**config.mk**
```make
export PLATFORM = sky130hd
export DESIGN_NAME = cmp_pipe
export DESIGN_NICKNAME = d
export VERILOG_FILES = /design/src/rtl/cmp_pipe_pkg.sv /design/src/rtl/cmp_pipe_stage.sv /design/src/rtl/cmp_pipe.sv
export SDC_FILE = /design/constraint.sdc
export NUM_CORES = 1
export LEC_CHECK = 0
export ABC_AREA = 1
export CAP_MARGIN = 20
export CORE_MARGIN = 2
export CORE_UTILIZATION = 45
export DETAILED_ROUTE_END_ITERATION = 10
export MAX_ROUTING_LAYER = met4
export PLACE_DENSITY = 0.71
export SLEW_MARGIN = 20
export SYNTH_ARGS = -nofsm -noshare
export SYNTH_HDL_FRONTEND = slang
export SYNTH_HIERARCHICAL = 1
export SYNTH_SLANG_ARGS = --single-unit
```
**constraint.sdc**
```tcl
create_clock -name clk -period 3.7 [get_ports clk]
set_input_delay 0.74 -clock clk [delete_from_list [all_inputs] [get_ports clk]]
set_output_delay 0.74 -clock clk [all_outputs]
set_load 0.01 [all_outputs]
```
**src/rtl/cmp_pipe_pkg.sv**
```systemverilog
// Shared processor package: data/tag widths and the ALU zero-detect reduction cell.
package cmp_pipe_pkg;

   localparam int DATA_W    = 32;
   localparam int TAG_W_DEF = 5;

   // ALU reduction cell: balanced 5-level 2-input OR tree over a 32-bit word.
   function automatic logic alu_or_reduce32(input logic [31:0] v);
      logic [15:0] l1;
      logic [7:0]  l2;
      logic [3:0]  l3;
      logic [1:0]  l4;
      for (int i = 0; i < 16; i++) l1[i] = v[2*i]  | v[2*i+1];
      for (int i = 0; i < 8;  i++) l2[i] = l1[2*i] | l1[2*i+1];
      for (int i = 0; i < 4;  i++) l3[i] = l2[2*i] | l2[2*i+1];
      for (int i = 0; i < 2;  i++) l4[i] = l3[2*i] | l3[2*i+1];
      return l4[0] | l4[1];
   endfunction

endpackage

```
**src/rtl/cmp_pipe_stage.sv**
```systemverilog
// Generic valid/ready pipeline register: advances when empty or when downstream advances.
module cmp_pipe_stage #(
   parameter int W = 8
) (
   input  logic         clk,
   input  logic         rst,
   input  logic         in_valid,
   input  logic [W-1:0] in_data,
   input  logic         down_adv,
   output logic         adv,
   output logic         valid,
   output logic [W-1:0] data
);

   logic         valid_q, valid_d;
   logic [W-1:0] data_q, data_d;

   // Valid follows the upstream valid whenever the stage advances, so it drops
   // when content leaves and nothing replaces it.
   always_comb begin
      adv     = !valid_q || down_adv;
      valid_d = valid_q;
      data_d  = data_q;
      if (adv) begin
         valid_d = in_valid;
         if (in_valid) data_d = in_data;
      end
   end

   always_ff @(posedge clk or posedge rst) begin
      if (rst) begin
         valid_q <= 1'b0;
         data_q  <= '0;
      end else begin
         valid_q <= valid_d;
         data_q  <= data_d;
      end
   end

   assign valid = valid_q;
   assign data  = data_q;

endmodule

```
**src/rtl/cmp_pipe.sv**
```systemverilog
// Two-stage signed compare pipeline: stage 1 subtracts, stage 2 derives ne/lt flags.
module cmp_pipe
   import cmp_pipe_pkg::*;
#(
   parameter int TAG_W = TAG_W_DEF
) (
   input  logic              clk,
   input  logic              rst,
   input  logic              in_valid,
   output logic              in_ready,
   input  logic [DATA_W-1:0] in_a,
   input  logic [DATA_W-1:0] in_b,
   input  logic [TAG_W-1:0]  in_tag,
   output logic              out_valid,
   input  logic              out_ready,
   output logic              out_ne,
   output logic              out_lt,
   output logic [DATA_W-1:0] out_diff,
   output logic              out_ovf,
   output logic [TAG_W-1:0]  out_tag,
   output logic [15:0]       cmp_count
);

   localparam int S1_W = DATA_W + 1 + TAG_W;
   localparam int S2_W = 2 + DATA_W + 1 + TAG_W;

   logic [DATA_W-1:0] s1_diff_in;
   logic              s1_ovf_in;
   logic [S1_W-1:0]   s1_in, s1_data;
   logic              s1_adv, s1_valid;

   logic [DATA_W-1:0] s1_diff;
   logic              s1_ovf;
   logic [TAG_W-1:0]  s1_tag;
   logic [S2_W-1:0]   s2_in, s2_data;
   logic              s2_adv, s2_valid;

   logic [15:0]       cmp_count_q, cmp_count_d;

   // Overflow: operand signs differ and the result sign differs from A.
   always_comb begin
      s1_diff_in = in_a + ~in_b + DATA_W'(1);
      s1_ovf_in  = (in_a[DATA_W-1] != in_b[DATA_W-1]) && (s1_diff_in[DATA_W-1] != in_a[DATA_W-1]);
      s1_in      = {s1_diff_in, s1_ovf_in, in_tag};
   end

   cmp_pipe_stage #(.W(S1_W)) u_s1 (
      .clk      (clk),
      .rst      (rst),
      .in_valid (in_valid),
      .in_data  (s1_in),
      .down_adv (s2_adv),
      .adv      (s1_adv),
      .valid    (s1_valid),
      .data     (s1_data)
   );

   always_comb begin
      {s1_diff, s1_ovf, s1_tag} = s1_data;
      s2_in = {alu_or_reduce32(s1_diff), s1_diff[DATA_W-1] ^ s1_ovf, s1_diff, s1_ovf, s1_tag};
   end

   cmp_pipe_stage #(.W(S2_W)) u_s2 (
      .clk      (clk),
      .rst      (rst),
      .in_valid (s1_valid),
      .in_data  (s2_in),
      .down_adv (out_ready),
      .adv      (s2_adv),
      .valid    (s2_valid),
      .data     (s2_data)
   );

   assign in_ready  = s1_adv;
   assign out_valid = s2_valid;
   assign {out_ne, out_lt, out_diff, out_ovf, out_tag} = s2_data;

   always_comb begin
      cmp_count_d = cmp_count_q;
      if (s2_valid && out_ready && cmp_count_q != 16'hFFFF)
         cmp_count_d = cmp_count_q + 16'd1;
   end

   always_ff @(posedge clk or posedge rst) begin
      if (rst) cmp_count_q <= 16'd0;
      else     cmp_count_q <= cmp_count_d;
   end

   assign cmp_count = cmp_count_q;

endmodule

```
==> metrics.cfg, run 1 <==
[finish]
layout_common_cells=nand2_1, inv_1, clkdlybuf4s50_1, nand3_1, dfrtp_1
areaGrowthSynthToFinish_pct=25.4
layout-drive-gt1-share=0.0331
n_antenna_cell=0
final_common_cell=nand2_1
fin_nets=1248
instances_no_fill=1331
finish.utilization=0.580

[route]
met3WireLength_microns=643
drtAntennaViolNets=0
vias=6351
highest_layer=met4
drt_iter0_drc=336
firstDrtPassIters=5
viasPerCell=4.77
wl_per_cell_microns=12.2
drt-met1-wl_microns=7980
wirelength_microns=16300
post-route-drc-count=0
route.met2.wl_microns=7300

[sta]
fin_crit_sh=0.744
finalCriticalPeriod_ns=2.75
skew_ns=0.00451
final_max_slew_viol_count=0
tightest_slew_ns=0.867
fin_ws_ns=0.945
hold_violations=0
max_clock_freq_mhz=363
setup_violations=0
relSlewSlack=0.421
tns_ns=0
rsz0062_at_grt=no

[floorplanning]
coreArea_sq_um=14600
dieArea_sq_um=16000
ioPinCount=131
fp.dieW_microns=126
die_h_microns=126
start_util=0.463
rows=44

[clocking]
cts_root_buf=clkbuf_16
htree_levels=3
postCtsSetupBuffers=0
clock_latency_ns=0.34
numCtsBuffers=9
cts_tree=built
clock-sinks=96
ctsHoldBuffers=0
cts_resized=0
clk_pin_slew_ns=0.06
ctsLongestPathBuffers=2

[hold_path]
worstHoldPathCells=2
holdCritPathClass=flop to flop

[yosys]
ys_seq_area_frac=0.356
syn_area_sq_um=6750
netlist_instances=1020
synth_cell_type_count=35
yosysWarnings=6
ys_seq_elements=96
synthesis.nets=1126
avgSynthCellArea_sq_um=6.62

[grt]
grt_pass1_vias=5925
grt_pass1_wl_microns=28000
grt_antenna_before_repair=0
grt_max_degree=43
grt-ovfl-total=0
track_usage=0.216

[worst_setup_path]
rr_worst_depth=7
path_max_fanout=2
end_kind=output pin
cp-start-kind=primary input
crit_required_ns=2.96
crit_type=primary input to output pin
crit_arrival_ns=2.01

[place]
place.gp.congestion=0.927
dp_hpwl_microns=12800
port_buffers=130
place_ws_ns=0.788
placedCellCount=1315

[outcome]
outcome=complete, no violations

[power_and_ir_drop]
irDropWorstVdd_mv=0.229
power_density_nw_per_um2=472
leakage_nw=4.85

[run]
maxCapViolations=0

-- per-layer routing --
layer | vias to the layer above | global-route usage
met3 | 24 | 0.0219
met1 | 2816 | 0.304
met4 | 0 | 0.0633
li1 | 3358 | -
met5 | - | -
met2 | 153 | 0.333
-- metrics by stage --
step	hold slack [ns]	power [mW]	instance area [sq um]
2_1_floorplan	0.443	2.33	6750
3_3_place_gp	0.454	2.94	8120
3_5_place_dp	0.459	2.97	8120
4_1_cts	0.476	4.03	8460
5_1_grt	0.503	4.27	8460
6_report	0.469	4.00	8460
-- cell usage after synthesis (all sizes together) --
cell type / instances / share of area
a21o: 1 / 0.0011
a21oi: 20 / 0.015
and2: 1 / 0.00093
buf: 26 / 0.032
dfrtp: 96 / 0.36
fa: 1 / 0.0030
ha: 32 / 0.059
inv: 171 / 0.095
nand2: 440 / 0.25
nand3: 114 / 0.086
nand3b: 1 / 0.0011
nand4: 10 / 0.0093
nor2: 58 / 0.033
nor3: 6 / 0.0069
nor4: 8 / 0.0074
o21ai: 3 / 0.0022
o21bai: 1 / 0.0011
or2: 2 / 0.0019
xnor2: 4 / 0.0052
xor2: 25 / 0.034
-- report_power, final --
part | switching [mW] | leakage, nW | internal (mW) | total, mW
clock | 0.397 | 0.162 | 0.661 | 1.06
sequential | 0.219 | 1.20 | 1.32 | 1.54
combinational | 0.729 | 3.48 | 0.669 | 1.40
total | 1.34 | 4.85 | 2.65 | 4.00
-- cell type report --
class / instances / area (sq um)
clock inverters: 7 / 119
inverters: 171 / 642
clock buffers: 9 / 225
repair buffers: 137 / 1350
fillers: 1435 / 6130
multi-input cells: 727 / 3490
flip-flops and latches: 96 / 2400
well taps: 184 / 230
-- logic make-up (layout without fill, tap and decap cells) --
| group | Yosys count | count (layout) | synth area share |
|---|---|---|---|
| adder cells (fa/ha/maj) | 33 | 33 | 0.0623 |
| flip-flops | 96 | 96 | 0.356 |
| buffers and inverters | 197 | 324 | 0.127 |
| AO/OA/AOI/OAI | 25 | 25 | 0.0193 |
| AND/OR/NAND/NOR | 640 | 640 | 0.397 |
| XOR/XNOR | 29 | 29 | 0.0387 |
-- flip-flops by register name, summed over array words and instances (netlist names) --
signal and cells:
cmp_count 16, u_s1/valid 1, u_s2/valid 1, u_s2/data 40, u_s1/data 38
-- critical path: stages --
cell and delay [ns]:
clkdlybuf4s50_1 0.48, inv_1 0.07, nand2_4 0.06, inv_1 0.05, nand2_2 0.08, clkdlybuf4s50_1 0.54
-- path summary, 6_finish.rpt --
| check | from | endpoint | slack (ns) |
|---|---|---|---|
| max reg2reg | u_s2/valid$_DFFE_PP0P_ | u_s1/data[22]$_DFFE_PP0P_ | 1.73 |
| min | u_s2/data[34]$_DFFE_PP0P_ | u_s2/data[34]$_DFFE_PP0P_ | 0.47 |
| max | out_ready | in_ready | 0.95 |
| min in group asynchronous | rst | cmp_count[9]$_DFFE_PP0P_ | 0.87 |
| max in group asynchronous | rst | u_s2/data[31]$_DFFE_PP0P_ | 2.05 |
| min reg2reg | u_s2/data[34]$_DFFE_PP0P_ | u_s2/data[34]$_DFFE_PP0P_ | 0.47 |
Note: power is estimated with default switching activity, not from simulation.
==> run 2: changes to the inputs <==
--- a/config.mk
+++ b/config.mk
@@ -11,7 +11,7 @@
 export CORE_UTILIZATION = 45
 export DETAILED_ROUTE_END_ITERATION = 10
 export MAX_ROUTING_LAYER = met4
-export PLACE_DENSITY = 0.71
+export PLACE_DENSITY = 0.74
 export SLEW_MARGIN = 20
 export SYNTH_ARGS = -nofsm -noshare
 export SYNTH_HDL_FRONTEND = slang
==> constraint.sdc (replaced) <==
create_clock -name clk -period 2.5 [get_ports clk]
set_input_delay 0.5 -clock clk [delete_from_list [all_inputs] [get_ports clk]]
set_output_delay 0.5 -clock clk [all_outputs]
set_load 0.01 [all_outputs]
==> metrics.cfg, run 2 (synthesized netlist as in run 1, its figures left out) <==
[clocking]
clk_pin_slew_ns=0.06  ; about the same
postCtsSetupBuffers=0  ; unchanged
clock-sinks=96  ; unchanged
ctsHoldBuffers=0  ; unchanged
ctsLongestPathBuffers=2  ; unchanged
clock_latency_ns=0.34  ; about the same
cts_resized=0  ; unchanged
cts_root_buf=clkbuf_16  ; unchanged
htree_levels=3  ; unchanged
cts_tree=built  ; unchanged
numCtsBuffers=9  ; unchanged

[route]
drt_iter0_drc=312  ; was 336
firstDrtPassIters=4  ; was 5
drtAntennaViolNets=0  ; unchanged
wirelength_microns=16000  ; was 16300 microns
viasPerCell=4.71  ; was 4.77
vias=6460  ; was 6351
wl_per_cell_microns=11.7  ; was 12.2 microns
post-route-drc-count=0  ; unchanged

[finish]
fin_nets=1289  ; was 1248
layout-drive-gt1-share=0.0640  ; was 0.0331
design_area_sq_um=8720  ; was 8460 sq um
areaGrowthSynthToFinish_pct=29.1  ; was 25.4%
layout_common_cells=nand2_1, inv_1, clkdlybuf4s50_1, nand3_1, dfrtp_1  ; unchanged
final_common_cell=nand2_1  ; unchanged
n_antenna_cell=0  ; unchanged
instances_no_fill=1371  ; was 1331
largest_reg_flops=40  ; unchanged

[place]
port_buffers=130  ; unchanged
dp_hpwl_microns=12900  ; was 12800 microns
placedCellCount=1356  ; was 1315
dpl_cell_area_sq_um=8430  ; was 8120 sq um
place.gp.congestion=0.895  ; was 0.927

[worst_setup_path]
reg2reg_from=cmp_count[0]$_DFFE_PP0P_  ; was u_s2/valid$_DFFE_PP0P_
crit_required_ns=2.00  ; was 2.96 ns
rr_worst_depth=8  ; was 7
crit_type=primary input to output pin  ; unchanged
path_max_fanout=2  ; unchanged
rr_endpoint=cmp_count[11]$_DFFE_PP0P_  ; was u_s1/data[22]$_DFFE_PP0P_
crit_arrival_ns=1.79  ; was 2.01 ns
reg2reg_slack_ns=0.79  ; was 1.73 ns
end_kind=output pin  ; unchanged
cp-start-kind=primary input  ; unchanged

[sta]
hold_violations=0  ; unchanged
skew_ns=0.00547  ; was 0.00451 ns
rsz0062_at_grt=no  ; unchanged
max_clock_freq_mhz=437
final_max_slew_viol_count=0  ; unchanged
setup_violations=0  ; unchanged
fin_crit_sh=0.915
tightest_slew_ns=0.603  ; was 0.867 ns
relSlewSlack=0.597  ; was 0.421
finalCriticalPeriod_ns=2.29

[power_and_ir_drop]
irDropWorstVdd_mv=0.328  ; was 0.229 mV
leakage_nw=5.02  ; was 4.85 nW
power_density_nw_per_um2=662  ; was 472 nW/um^2

[run]
maxCapViolations=0  ; unchanged

[grt]
grt_pass1_vias=5944  ; was 5925
grt_pass1_wl_microns=27200  ; was 28000 microns
grt_max_degree=43  ; unchanged
track_usage=0.210  ; was 0.216
grt-ovfl-total=0  ; unchanged
grt_antenna_before_repair=0  ; unchanged

[floorplanning]
die_h_microns=126  ; unchanged
ioPinCount=131  ; unchanged
dieArea_sq_um=16000  ; unchanged
fp.dieW_microns=126  ; unchanged
coreArea_sq_um=14600  ; unchanged
start_util=0.463  ; unchanged
rows=44  ; unchanged

[hold_path]
holdPathEnd=u_s2/data[0]$_DFFE_PP0P_  ; was u_s2/data[34]$_DFFE_PP0P_
holdCritPathClass=flop to flop  ; unchanged
min_from=u_s2/data[0]$_DFFE_PP0P_  ; was u_s2/data[34]$_DFFE_PP0P_
worstHoldPathCells=2  ; unchanged

[outcome]
outcome=complete, no violations  ; unchanged

run 2: cell count changes in the layout (fill, tap and decap cells not counted):
| cell | delta |
|---|---|
| buf_4 | +41 |
| bufinv_16 | -2 |
| clkbuf_1 | +2 |
| clkbuf_8 | +1 |
| clkinvlp_4 | -1 |
| inv_6 | -1 |
run 2: layer usage:
layer  wire length (microns)  GRT usage
met4                     123     0.0465
met1                    7820      0.283
met3                     585     0.0186
met5                       0          -
met2                    7490      0.348
run 2: worst max path at each step:
stage	slack (ns)	startpoint	cells after the start	end
6_report	0.21	out_ready	6	in_ready
5_1_grt	0.0002	in_a[0]	14	u_s1/data[22]$_DFFE_PP0P_
3_5_place_dp	-0.13	in_a[0]	14	u_s1/data[22]$_DFFE_PP0P_
3_3_place_gp	-0.08	in_a[0]	15	u_s1/data[34]$_DFFE_PP0P_
4_1_cts	0.20	out_ready	6	in_ready
2_1_floorplan	0.48	in_a[0]	13	u_s1/data[22]$_DFFE_PP0P_
run 2: final cells by class:
class	instances	area (sq um)
Tap cell	184	230
Clock buffer	12	246
Clock inverter	3	42.5
Inverter	171	642
Timing Repair Buffer	178	1660
Fill cell	1415	5870
Multi-Input combinational cell	727	3490
Sequential cell	96	2400
run 2: critical path, cell delays in order:
cell and delay (ns):
clkdlybuf4s50_1 0.48, inv_1 0.07, nand2_4 0.06, inv_1 0.05, nand2_2 0.08, clkdlybuf4s50_1 0.55
run 2: where the power goes:
group	switching (mW)	total (mW)	internal [mW]	leakage, nW
Clock	0.539	1.33	0.795	0.139
Sequential	0.324	2.28	1.96	1.20
Combinational	1.09	2.15	1.06	3.68
run 2: metrics by stage:
stage	setup TNS [ns]	setup slack, ns	util	hold slack (ns)	power, mW
after global placement	-0.508	-0.0778	0.578	0.453	4.43
after detailed placement	-1.05	-0.127	0.578	0.459	4.48
after CTS	0	0.198	0.597	0.474	5.82
final	0	0.212	0.597	0.467	5.77
after floorplan	0	0.484	-	0.414	3.45
after global routing	0	0.000183	0.597	0.487	6.17
==> run 3: changes to the inputs <==
--- a/config.mk
+++ b/config.mk
@@ -7,6 +7,7 @@
 export LEC_CHECK = 0
 export ABC_AREA = 1
 export CAP_MARGIN = 20
+export CORE_ASPECT_RATIO = 0.5
 export CORE_MARGIN = 2
 export CORE_UTILIZATION = 45
 export DETAILED_ROUTE_END_ITERATION = 10
==> metrics.cfg, run 3 (synthesized netlist as in run 1, its figures left out) <==
[outcome]
outcome=complete, no violations  ; unchanged

[floorplanning]
fp.dieW_microns=177  ; was 126 microns
dieArea_sq_um=16100  ; was 16000 sq um
die_h_microns=90.6  ; was 126 microns
coreArea_sq_um=14500  ; was 14600 sq um
ioPinCount=131  ; unchanged
rows=31  ; was 44
start_util=0.464  ; was 0.463

[hold_path]
min_from=u_s1/data[3]$_DFFE_PP0P_  ; was u_s2/data[0]$_DFFE_PP0P_
holdCritPathClass=flop to flop  ; unchanged

[finish]
finish.utilization=0.606  ; was 0.597
layout-drive-gt1-share=0.0727  ; was 0.0640
fin_nets=1297  ; was 1289
final_common_cell=nand2_1  ; unchanged
instances_no_fill=1394  ; was 1371
layout_common_cells=nand2_1, inv_1, clkdlybuf4s50_1, nand3_1, dfrtp_1  ; unchanged
largest_reg_flops=40  ; unchanged
n_antenna_cell=0  ; unchanged
areaGrowthSynthToFinish_pct=30.5  ; was 29.1%

[worst_setup_path]
reg2reg_from=cmp_count[0]$_DFFE_PP0P_  ; unchanged
crit_family=buffers and inverters  ; unchanged
end_kind=output pin  ; unchanged
crit_chain=clkdlybuf4s50_1 -> inv_1 -> nand2_4 -> inv_1 -> nand2_2 -> clkdlybuf4s50_1  ; unchanged
crit_arrival_ns=1.85  ; was 1.79 ns
path_buf_inv=4  ; unchanged
rr_worst_depth=8  ; unchanged
cp-start-kind=primary input  ; unchanged
crit_required_ns=2.00  ; about the same
cp-endpoint=in_ready  ; unchanged
path_max_fanout=2  ; unchanged
crit_path_max_incr_delay_ns=0.56  ; was 0.55 ns
cp.depth=6  ; unchanged
reg2reg_slack_ns=0.78  ; was 0.79 ns
rr_endpoint=cmp_count[11]$_DFFE_PP0P_  ; unchanged
cp-startpoint=out_ready  ; unchanged
crit_slowest_cell=clkdlybuf4s50_1  ; unchanged
crit_type=primary input to output pin  ; unchanged

[sta]
fin_crit_sh=0.938  ; was 0.915
final_max_slew_viol_count=0  ; unchanged
setup_violations=0  ; unchanged
relSlewSlack=0.589  ; was 0.597
skew_ns=0.00645  ; was 0.00547 ns
hold_violations=0  ; unchanged
rsz0062_at_grt=no  ; unchanged
tightest_slew_ns=0.616  ; was 0.603 ns
finalCriticalPeriod_ns=2.35  ; was 2.29 ns
tns_ns=0  ; unchanged
max_clock_freq_mhz=426  ; was 437 MHz

[clocking]
htree_levels=3  ; unchanged
cts_root_buf=clkbuf_16  ; unchanged
numCtsBuffers=9  ; unchanged
postCtsSetupBuffers=0  ; unchanged
ctsLongestPathBuffers=2  ; unchanged
ctsHoldBuffers=0  ; unchanged
clk_pin_slew_ns=0.07  ; was 0.06 ns
clock-sinks=96  ; unchanged
clock_latency_ns=0.33  ; was 0.34 ns
cts_tree=built  ; unchanged
cts_resized=0  ; unchanged

[grt]
grt_max_degree=43  ; unchanged
grt_pass1_wl_microns=29500  ; was 27200 microns
met3_usage=0.0290  ; was 0.0186
top_usage_layer=met2  ; unchanged
grt_pass1_vias=6341  ; was 5944
grt-ovfl-total=0  ; unchanged
track_usage=0.232  ; was 0.210
met1_usage=0.324  ; was 0.283
gr-usage-met2=0.364  ; was 0.348
grt_antenna_before_repair=0  ; unchanged

[place]
port_buffers=130  ; unchanged
place.gp.congestion=0.921  ; was 0.895
dp_hpwl_microns=13900  ; was 12900 microns
placedCellCount=1378  ; was 1356

[route]
post-route-drc-count=0  ; unchanged
drt_iter0_drc=422  ; was 312
wl_per_cell_microns=12.5  ; was 11.7 microns
viasPerCell=4.76  ; was 4.71
wirelength_microns=17500  ; was 16000 microns
firstDrtPassIters=5  ; was 4
vias=6638  ; was 6460
drtAntennaViolNets=0  ; unchanged

[power_and_ir_drop]
leakage_nw=5.06  ; was 5.02 nW
power_density_nw_per_um2=668  ; was 662 nW/um^2
irDropWorstVdd_mv=0.394  ; was 0.328 mV
p_total_mw=5.88  ; was 5.77 mW

[run]
maxCapViolations=0  ; unchanged

-- run 3: area by class of cell --
type	count	area, sq um
clock buffer	9	225
clock inverter	7	78.8
fill	1358	5740
inverter	171	642
multi-input combinational	727	3490
sequential	96	2400
tap	198	248
timing repair buffer	186	1720
-- run 3: per-layer routing --
metal	vias to the layer above	part of all wire
met3	20	0.049
met5	-	0
met4	0	0.013
met1	2996	0.49
li1	3455	-
met2	167	0.45
-- run 3: metrics by stage --
stage | hold WS [ns] | setup slack, ns | cell area, sq um
final | 0.472 | 0.154 | 8810
after CTS | 0.474 | 0.154 | 8810
after global routing | 0.504 | 0.0547 | 8810
after detailed placement | 0.457 | -0.148 | 8500
after global placement | 0.453 | -0.0738 | 8500
after floorplan | 0.414 | 0.484 | 6750
-- run 3: worst min-delay path by stage --
stage          cells past startpoint                        end  slack [ns]
3_3_place_gp                       2   u_s2/data[4]$_DFFE_PP0P_        0.45
2_1_floorplan                      1   cmp_count[0]$_DFFE_PP0P_        0.41
4_1_cts                            2  u_s2/data[20]$_DFFE_PP0P_        0.47
6_report                           2   u_s1/data[3]$_DFFE_PP0P_        0.47
3_5_place_dp                       2  u_s2/data[20]$_DFFE_PP0P_        0.46
5_1_grt                            2  u_s2/data[10]$_DFFE_PP0P_        0.50
-- run 3: worst reg2reg max path, stage by stage, from the launching register on --
cell,delay (ns)
dfrtp_1,0.41
ha_1,0.23
nand3_2,0.13
nor3_4,0.22
nand3_2,0.12
nand2_4,0.20
inv_2,0.14
nand3b_1,0.11
nand2_1,0.06
-- run 3: where the power goes --
group / switching [mW] / total, mW / internal [mW]
Combinational: 1.14 / 2.21 / 1.07
Clock: 0.591 / 1.38 / 0.785
Sequential: 0.339 / 2.30 / 1.96
